**src/rtl/des_pkg.sv**
```systemverilog
// DES key-schedule constants: PC-1/PC-2 tables, per-round shift schedule,
// sequencer state encoding and the PC-1 / 28-bit rotate helpers.
package des_pkg;

  localparam int unsigned DES_ROUNDS = 16;
  localparam int unsigned KEY_W      = 64;
  localparam int unsigned CD_W       = 28;
  localparam int unsigned SUBKEY_W   = 48;

  // Table entries use DES numbering: bit 1 is the MSB of the vector.
  localparam int unsigned PC1_TBL [56] = '{
    57, 49, 41, 33, 25, 17,  9,
     1, 58, 50, 42, 34, 26, 18,
    10,  2, 59, 51, 43, 35, 27,
    19, 11,  3, 60, 52, 44, 36,
    63, 55, 47, 39, 31, 23, 15,
     7, 62, 54, 46, 38, 30, 22,
    14,  6, 61, 53, 45, 37, 29,
    21, 13,  5, 28, 20, 12,  4
  };

  localparam int unsigned PC2_TBL [48] = '{
    14, 17, 11, 24,  1,  5,
     3, 28, 15,  6, 21, 10,
    23, 19, 12,  4, 26,  8,
    16,  7, 27, 20, 13,  2,
    41, 52, 31, 37, 47, 55,
    30, 40, 51, 45, 33, 48,
    44, 49, 39, 56, 34, 53,
    46, 42, 50, 36, 29, 32
  };

  // SHIFT_TBL[i] holds s[i+1]
  localparam int unsigned SHIFT_TBL [16] = '{
    1, 1, 2, 2, 2, 2, 2, 2, 1, 2, 2, 2, 2, 2, 2, 1
  };

  typedef enum logic [1:0] {
    IDLE  = 2'd0,
    ROUND = 2'd1,
    DONE  = 2'd2
  } state_t;

  function automatic logic [55:0] pc1(input logic [63:0] k);
    logic [55:0] r;
    r = '0;
    for (int unsigned i = 0; i < 56; i++) begin
      r[6'(55 - i)] = k[6'(64 - PC1_TBL[i])];
    end
    return r;
  endfunction

  function automatic logic [27:0] rot28(input logic [27:0] x, input logic left,
                                        input logic two);
    logic [27:0] r;
    if (left) r = two ? {x[25:0], x[27:26]} : {x[26:0], x[27]};
    else      r = two ? {x[1:0], x[27:2]}   : {x[0], x[27:1]};
    return r;
  endfunction

endpackage

```
**src/rtl/des_pc2.sv**
```systemverilog
// Combinational PC-2 compression of the 56-bit {C,D} pair to a 48-bit subkey.
module des_pc2
  import des_pkg::*;
(
  input  logic [2*CD_W-1:0]   cd_i,
  output logic [SUBKEY_W-1:0] subkey_o
);

  always_comb begin
    subkey_o = '0;
    for (int unsigned i = 0; i < SUBKEY_W; i++) begin
      subkey_o[6'(47 - i)] = cd_i[6'(56 - PC2_TBL[i])];
    end
  end

endmodule

```
**src/rtl/des_key_sched_ctrl.sv**
```systemverilog
// Iterative DES key-schedule sequencer: one PC-2 subkey per accepted
// handshake, K1..K16 for encrypt or K16..K1 for decrypt.
module des_key_sched_ctrl
  import des_pkg::*;
(
  input  logic                clk,
  input  logic                rst_n,
  input  logic                start_i,
  input  logic                decrypt_i,
  input  logic [KEY_W-1:0]    key_i,
  input  logic                abort_i,
  output logic                ready_o,
  output logic [SUBKEY_W-1:0] subkey_o,
  output logic [3:0]          round_o,
  output logic                subkey_valid_o,
  input  logic                subkey_ready_i,
  output logic                done_o
);

  state_t         state_q, state_d;
  logic [CD_W-1:0] c_q, c_d, d_q, d_d;
  logic           dir_q, dir_d;
  logic [3:0]     cnt_q, cnt_d;

  logic [2*CD_W-1:0] key_pc1;
  logic [3:0]        shift_idx;
  logic              shift_two;

  assign key_pc1 = pc1(key_i);

  // Encrypt walks s[cnt+2] forward; decrypt walks s[16-cnt] backward.
  always_comb begin
    shift_idx = dir_q ? (4'd15 - cnt_q) : (cnt_q + 4'd1);
    shift_two = (SHIFT_TBL[shift_idx] == 2);
  end

  always_comb begin
    state_d = state_q;
    c_d     = c_q;
    d_d     = d_q;
    dir_d   = dir_q;
    cnt_d   = cnt_q;
    case (state_q)
      IDLE: begin
        if (start_i) begin
          dir_d   = decrypt_i;
          cnt_d   = '0;
          state_d = ROUND;
          if (decrypt_i) begin
            c_d = key_pc1[55:28];
            d_d = key_pc1[27:0];
          end else begin
            c_d = rot28(key_pc1[55:28], 1'b1, 1'b0);
            d_d = rot28(key_pc1[27:0], 1'b1, 1'b0);
          end
        end
      end
      ROUND: begin
        if (subkey_ready_i) begin
          if (cnt_q == 4'd15) begin
            state_d = DONE;
          end else begin
            cnt_d = cnt_q + 4'd1;
            c_d   = rot28(c_q, !dir_q, shift_two);
            d_d   = rot28(d_q, !dir_q, shift_two);
          end
        end
      end
      DONE: begin
        state_d = IDLE;
        cnt_d   = '0;
      end
      default: state_d = IDLE;
    endcase
    if (abort_i) begin
      state_d = IDLE;
      cnt_d   = '0;
      c_d     = c_q;
      d_d     = d_q;
      dir_d   = dir_q;
    end
  end

  always_ff @(posedge clk or negedge rst_n) begin
    if (!rst_n) begin
      state_q <= IDLE;
      c_q     <= '0;
      d_q     <= '0;
      dir_q   <= 1'b0;
      cnt_q   <= '0;
    end else begin
      state_q <= state_d;
      c_q     <= c_d;
      d_q     <= d_d;
      dir_q   <= dir_d;
      cnt_q   <= cnt_d;
    end
  end

  des_pc2 u_pc2 (
    .cd_i     ({c_q, d_q}),
    .subkey_o (subkey_o)
  );

  assign ready_o        = (state_q == IDLE);
  assign subkey_valid_o = (state_q == ROUND);
  assign done_o         = (state_q == DONE) && !abort_i;
  assign round_o        = cnt_q;

endmodule

```
**config.mk**
```make
export PLATFORM = sky130hd
export DESIGN_NAME = des_key_sched_ctrl
export DESIGN_NICKNAME = d
export VERILOG_FILES = /design/src/rtl/des_pkg.sv /design/src/rtl/des_pc2.sv /design/src/rtl/des_key_sched_ctrl.sv
export SDC_FILE = /design/constraint.sdc
export NUM_CORES = 1
export LEC_CHECK = 0
export ABC_AREA = 1
export CAP_MARGIN = 20
export CORE_MARGIN = 1.5
export CORE_UTILIZATION = 56
export CTS_CLUSTER_SIZE = 12
export DETAILED_ROUTE_END_ITERATION = 6
export PLACE_DENSITY = 0.88
export SYNTH_ARGS = -nofsm -noshare
export SYNTH_HDL_FRONTEND = slang
export SYNTH_HIERARCHICAL = 1
export SYNTH_SLANG_ARGS = --single-unit
export TNS_END_PERCENT = 20
```
**constraint.sdc**
```tcl
create_clock -name clk -period 4.29 [get_ports clk]
set_input_delay 1.0725 -clock clk [delete_from_list [all_inputs] [get_ports clk]]
set_output_delay 1.0725 -clock clk [all_outputs]
set_load 0.005 [all_outputs]
```
=== Word-level counts from Yosys, hierarchy flattened ===
Memory sizes are Yosys's and may differ from the RTL's.
Index checks and enable logic that the tools add are counted.

* Bits in read-only memories: 512
* Bits of input ports: 70
* Memories: 1
* Register bits: 63

{| class="wikitable"
|+ Memories
! name !! words !! bits a word !! read ports !! clocked after Yosys merged registers in !! write ports !! line !! text
|-
| (name not given) || 16 || 32 || 1 || 0 || 0 || des_key_sched_ctrl.sv:34 || <nowiki>shift_two = (SHIFT_TBL[shift_idx] == 2);</nowiki>
|}

* Eq/ne operators: 11
* Magnitude comparators: 1
* Add/subtract/negate cells: 2
* Bitwise logic cells: 2
* Multiplexer cells: 29
* Reduce and logical (&&, ||, !) cells: 9

{| class="wikitable"
|+ Operator list
! operator !! count
|-
| $mux 28 || 14
|-
| $pmux 28 s2 || 2
|-
| $mux 32 || 2
|-
| $eq 32x2->1 const B || 1
|-
| $mux 4 || 5
|-
| $pmux 4 s3 || 1
|-
| $mux 2 || 4
|-
| $ne 3x2->1 const B || 2
|-
| $ne 3x3->1 const B || 2
|-
| $reduce_and 3->1 || 2
|-
| $ge 5x5->1 const B || 1
|-
| $not 4->5 || 1
|-
| $reduce_and 5->1 || 1
|-
| $add 4x1->4 const B || 1
|-
| $eq 4x4->1 const B || 1
|-
| $ne 2x2->1 const B || 2
|-
| $pmux 2 s2 || 1
|-
| $reduce_and 4->1 || 1
|-
| $reduce_bool 4->1 || 1
|-
| $sub 4x4->4 const A || 1
|-
| $eq 2x1->1 const B || 1
|-
| $eq 2x2->1 const B || 1
|-
| $logic_not 2->1 || 1
|-
| $ne 2x1->1 const B || 1
|-
| other kinds (4) || 4
|}

=== Longest topological paths before layout ===
* Word-level depth: 12
* Depth in mapped cells: 15

=== By module ===
Netlist, hierarchy kept.

{| class="wikitable"
|+ Modules (own cells, without submodules)
! module !! cells an instance !! area each (µm²) !! seq. area each (µm²) !! times used
|-
| des_key_sched_ctrl || 824 || 5056.1 || 1576.5 || 1
|-
| des_pc2 || 48 || 360.3 || 0.0 || 1
|}

=== Least setup slack after synthesis ===
OpenSTA, ideal clock, no wires.

* Path type: input port to output port
* Start point: input abort_i
* End point: output done_o
* Cell stages on the path: 1
* Arrival time: 1.179 ns
* Slack: 2.039 ns
* Required time: 3.218 ns
* Path through: nor2_1

* Longest elaborated chain between the ends: 2

{| class="wikitable"
|+ RTL lines
! element !! line !! text
|-
| start, declared || des_key_sched_ctrl.sv:11 || <nowiki>input logic abort_i,</nowiki>
|-
| $logic_not 1->1 || des_key_sched_ctrl.sv:107 || <nowiki>assign done_o = (state_q == DONE) && !abort_i;</nowiki>
|-
| $logic_and 1x1->1 || des_key_sched_ctrl.sv:107 ||
|-
| end, declared || des_key_sched_ctrl.sv:17 || <nowiki>output logic done_o</nowiki>
|}

No other way between the ends.

=== Worst setup path after layout ===
Ends and elaborated chain as after synthesis.

==> tab_implementation.tex <==
\begin{tabular}{lr}
\hline
Metric & Value \\
\hline
\multicolumn{2}{l}{\textbf{Critical path}} \\
\quad Data arrival time of the worst path & $\sim$2200 ps \\
\quad Capturing element type of the critical path & output pin \\
\quad Required time reported for the critical path endpoint & 3220 ps \\
\quad Delay-heaviest family, CP & buffers and inverters \\
\quad Crit start category & input port \\
\quad Worst Reg-to-Reg Cells & 12 \\
\quad Critical Path, Cell by Cell & clkdlybuf4s50\_1 -> nor2\_1 -> clkdlybuf4s50\_1 \\
\quad Worst R2R End & d\_q[13]\$\_DFFE\_PN0P\_ \\
\quad Slowest cell on the critical path & clkdlybuf4s50\_1 \\
\quad Top fanout value on the critical path & 4 \\
\quad Start of the worst register-to-register path & state\_q[1]\$\_DFFE\_PN0P\_ \\
\quad Crit Path Category & in2out \\
\quad Critical path buffer and inverter count & 2 \\
\quad Largest stage delay, worst path & 500 ps \\
\quad Reg2Reg Setup Slack & 1240 ps \\
\quad Cell type with the highest occurrence count on the critical path & clkdlybuf4s50\_1 \\
\multicolumn{2}{l}{\textbf{Floorplanning}} \\
\quad Core footprint & 9330 um\^{}2 \\
\quad Effective utilization at floorplan & 58.1\% \\
\quad Die Footprint & just over 10000 um\^{}2 \\
\quad Die Span Y & approximately 100 um \\
\quad Cell Rows & 35 \\
\quad Boundary Pins & approximately 130 \\
\quad DIE WIDTH & 101 um \\
\multicolumn{2}{l}{\textbf{Timing}} \\
\quad Setup-failing EPs final & 0 \\
\quad Worst-margin pin slew & 1050 ps \\
\quad Final count of hold timing violations & 0 \\
\quad Maximum clock skew at final layout & 9.61 ps \\
\quad Maximum frequency from static timing analysis & 308 MHz \\
\quad Final worst-path setup slack & 1040 ps \\
\quad Clock period minus final worst setup slack & between 3000 and 4000 ps \\
\quad Final slew viol count & 0 \\
\quad Share of the clock period used by the worst path after layout & between 70 and 80\% \\
\quad Final-layout setup total negative slack & 0 ps \\
\quad Unrepaired setup endpoints after global routing & no \\
\quad Headroom to the max-slew limit & about 30\% \\
\multicolumn{2}{l}{\textbf{Final layout}} \\
\quad Number of antenna repair diodes & 0 \\
\quad Proportion of layout cells with a drive suffix above 1 & under 10\% \\
\quad Post-route cell area & 6290 um\^{}2 \\
\quad Number of fill cells & 875 \\
\quad Non-filler cells in the finished layout & about 1000 \\
\quad Area growth from synthesis to layout & 16.1\% \\
\quad Total number of nets in the final design & between 900 and 1000 \\
\quad Final core utilization & between 60\% and 70\% \\
\multicolumn{2}{l}{\textbf{Yosys}} \\
\quad Most common cell in the synthesized netlist & nor2\_1 \\
\quad Post-synth ARST share & 100\% \\
\quad Share of the yosys chip area belonging to registers & 29.1\% \\
\quad Largest cells by area after synthesis & dfrtp\_1 29\%, nand3\_1 21\%, nor2\_1 16\% \\
\quad Largest area contributor in the synthesized netlist & dfrtp\_1 \\
\quad Cell count after synthesis & 872 \\
\quad Synth Net Count & $\sim$950 \\
\quad Number of distinct library cell variants in the gate-level netlist after synthesis & 23 \\
\quad Ranking of synthesized cells by instance count & 231 x nor2\_1, 230 x nand3\_1, 83 x nand2\_1, 63 x dfrtp\_1, 61 x o21ai\_0 \\
\quad Number of flip-flops and latches in the synthesized netlist & 63 \\
\quad Post-synth design cell area & $\sim$5400 um\^{}2 \\
\quad EDFF count, synth & 0 \\
\quad Mean cell area of the mapped netlist & 6.21 um\^{}2 \\
\quad Area share of the leading cell type in the synthesized netlist & 29.1\% \\
\quad Most used flip-flop cell after synthesis & dfrtp\_1 \\
\quad Yosys warnings & 6 \\
\multicolumn{2}{l}{\textbf{Clocking}} \\
\quad Clock tree buffer depth & 2 \\
\quad Number of sinks driven by the clock tree & 63 \\
\quad H-tree depth reported by CTS & 3 \\
\quad CTS-repair resized insts & 0 \\
\quad Clock latency at the later pin of the worst-skew pair & 340 ps \\
\quad Clock-pin slew on the worst setup and hold paths & 60 ps \\
\quad Root Buffer Master & clkbuf\_8 \\
\quad CTS Hold Buffers Added & 0 \\
\quad Num CTS Buffers & 9 \\
\quad Post-CTS setup buffers & 0 \\
\quad TritonCTS clock tree & yes \\
\multicolumn{2}{l}{\textbf{Worst hold path}} \\
\quad Hold Path Sink & c\_q[6]\$\_DFFE\_PN0P\_ \\
\quad Number of cells traversed by the worst hold path & 2 \\
\quad Type of the most critical hold path & reg2reg \\
\quad Startpoint of the most critical hold path & c\_q[6]\$\_DFFE\_PN0P\_ \\
\multicolumn{2}{l}{\textbf{Pwr}} \\
\quad Leakage & 2.69 nW \\
\quad Max VDD drop & 0.000708 V \\
\quad Power density relative to cell area & 794 nW/um\^{}2 \\
\multicolumn{2}{l}{\textbf{Flow run}} \\
\quad Max-cap viol count & 0 \\
\multicolumn{2}{l}{\textbf{Detailed routing}} \\
\quad Iteration count of the initial detailed-routing pass & 7 \\
\quad Number of DRC markers in iteration 0 & 631 \\
\quad Overall via count from detail\_route & just over 6000 \\
\quad Count of nets left with antenna violations after detail routing & 0 \\
\quad Total wire length & 15300 um \\
\quad DRC violation count after routing & 0 \\
\quad Vias per cell & between 5 and 6 \\
\quad Routed length per placed instance & 14.9 um \\
\multicolumn{2}{l}{\textbf{Global route}} \\
\quad Wire length of the first global-routing pass & around 25000 um \\
\quad Antenna violations before repair & 0 \\
\quad Pin count of the biggest net entering global routing & 63 \\
\quad Number of global-route vias before repair & 5383 \\
\quad Remaining global-route overflow & 0 \\
\quad Global router's overall resource usage & 29.8\% \\
\multicolumn{2}{l}{\textbf{Placed design}} \\
\quad Number of cells in the design after placement & 1013 \\
\quad Routability congestion estimate from global placement & approximately 0.86 \\
\quad Number of port buffers & 116 \\
\quad Post-detail-place hpwl & 9770 um \\
\quad Post-place instance area & 6110 um\^{}2 \\
\quad Placement Setup Slack & around 1000 ps \\
\multicolumn{2}{l}{\textbf{Outcome}} \\
\quad Outcome & finished clean \\
\hline
\end{tabular}
## cell families (layout without fill, tap and decap cells)
family,after synthesis,after routing,share of synthesized area [%]
flops,63,63,29.1
buf+inv,131,158,14.3
fa+ha+maj,6,6,1.39
simple gates,550,550,43.8
compound gates,122,122,11.5
## flip-flops by register name, indices dropped and copies added (netlist names)
signal	count
round_o	4
d_q	28
state_q	2
c_q	28
dir_q	1
## layer usage
layer	part of all wire, %	GRT usage [%]	routed length (um)	vias up
met5	0	0	0	-
met4	1.6	9.62	249	0
met3	10	5.66	1580	27
met2	46	47.7	7030	405
met1	42	40.9	6430	2754
li1	-	-	-	2933
## power by group
group | switching [mW] | internal [mW]
Combinational | 2.00 | 1.34
Sequential | 0.296 | 0.877
Clock | 0.222 | 0.255
## cell type report
type	instances	area [um^2]	area share (%)
clock buffers	15	176	2.80
flip-flops and latches	63	1580	25.1
well taps	129	161	2.57
multi-input cells	678	3080	48.9
inverters	16	60.1	0.955
repair buffers	127	1240	19.7
## how the worst max path moves through the flow
stage / from / endpoint / slack [ps] / cells after the start
floorplan: abort_i / done_o / 2040 / 1
global placement: abort_i / done_o / 1040 / 3
detailed placement: abort_i / done_o / 1050 / 3
CTS: abort_i / done_o / 1040 / 3
global route: state_q[1]$_DFFE_PN0P_ / c_q[26]$_DFFE_PN0P_ / 970 / 12
finish: abort_i / done_o / 1040 / 3
## placed cells by master (no fill, tap or decap), types with 2 or more instances in the layout
| cell type | instances |
|---|---|
| a21oi_1 | 56 |
| buf_4 | 11 |
| clkbuf_1 | 3 |
| clkbuf_8 | 12 |
| clkdlybuf4s50_1 | 115 |
| dfrtp_1 | 62 |
| ha_1 | 5 |
| inv_1 | 13 |
| inv_2 | 2 |
| nand2_1 | 81 |
| nand2_2 | 4 |
| nand3_1 | 230 |
| nor2_1 | 231 |
| o21ai_0 | 61 |
| o22ai_1 | 2 |
## worst register-to-register path: cells and delay by family, from the launching register on
family | cells | cell delay, ps
buf+inv | 5 | 1410
compound gates | 1 | 150
flops | 1 | 380
fa+ha+maj | 1 | 210
simple gates | 5 | 830
## stage by stage
stage | hold slack [ps] | total power [mW]
floorplan | 518 | 3.77
global placement | 535 | 4.30
detailed placement | 546 | 4.43
CTS | 560 | 4.94
global route | 596 | 5.44
finish | 556 | 5.00
No activity file was read; power rests on OpenSTA's default activity.
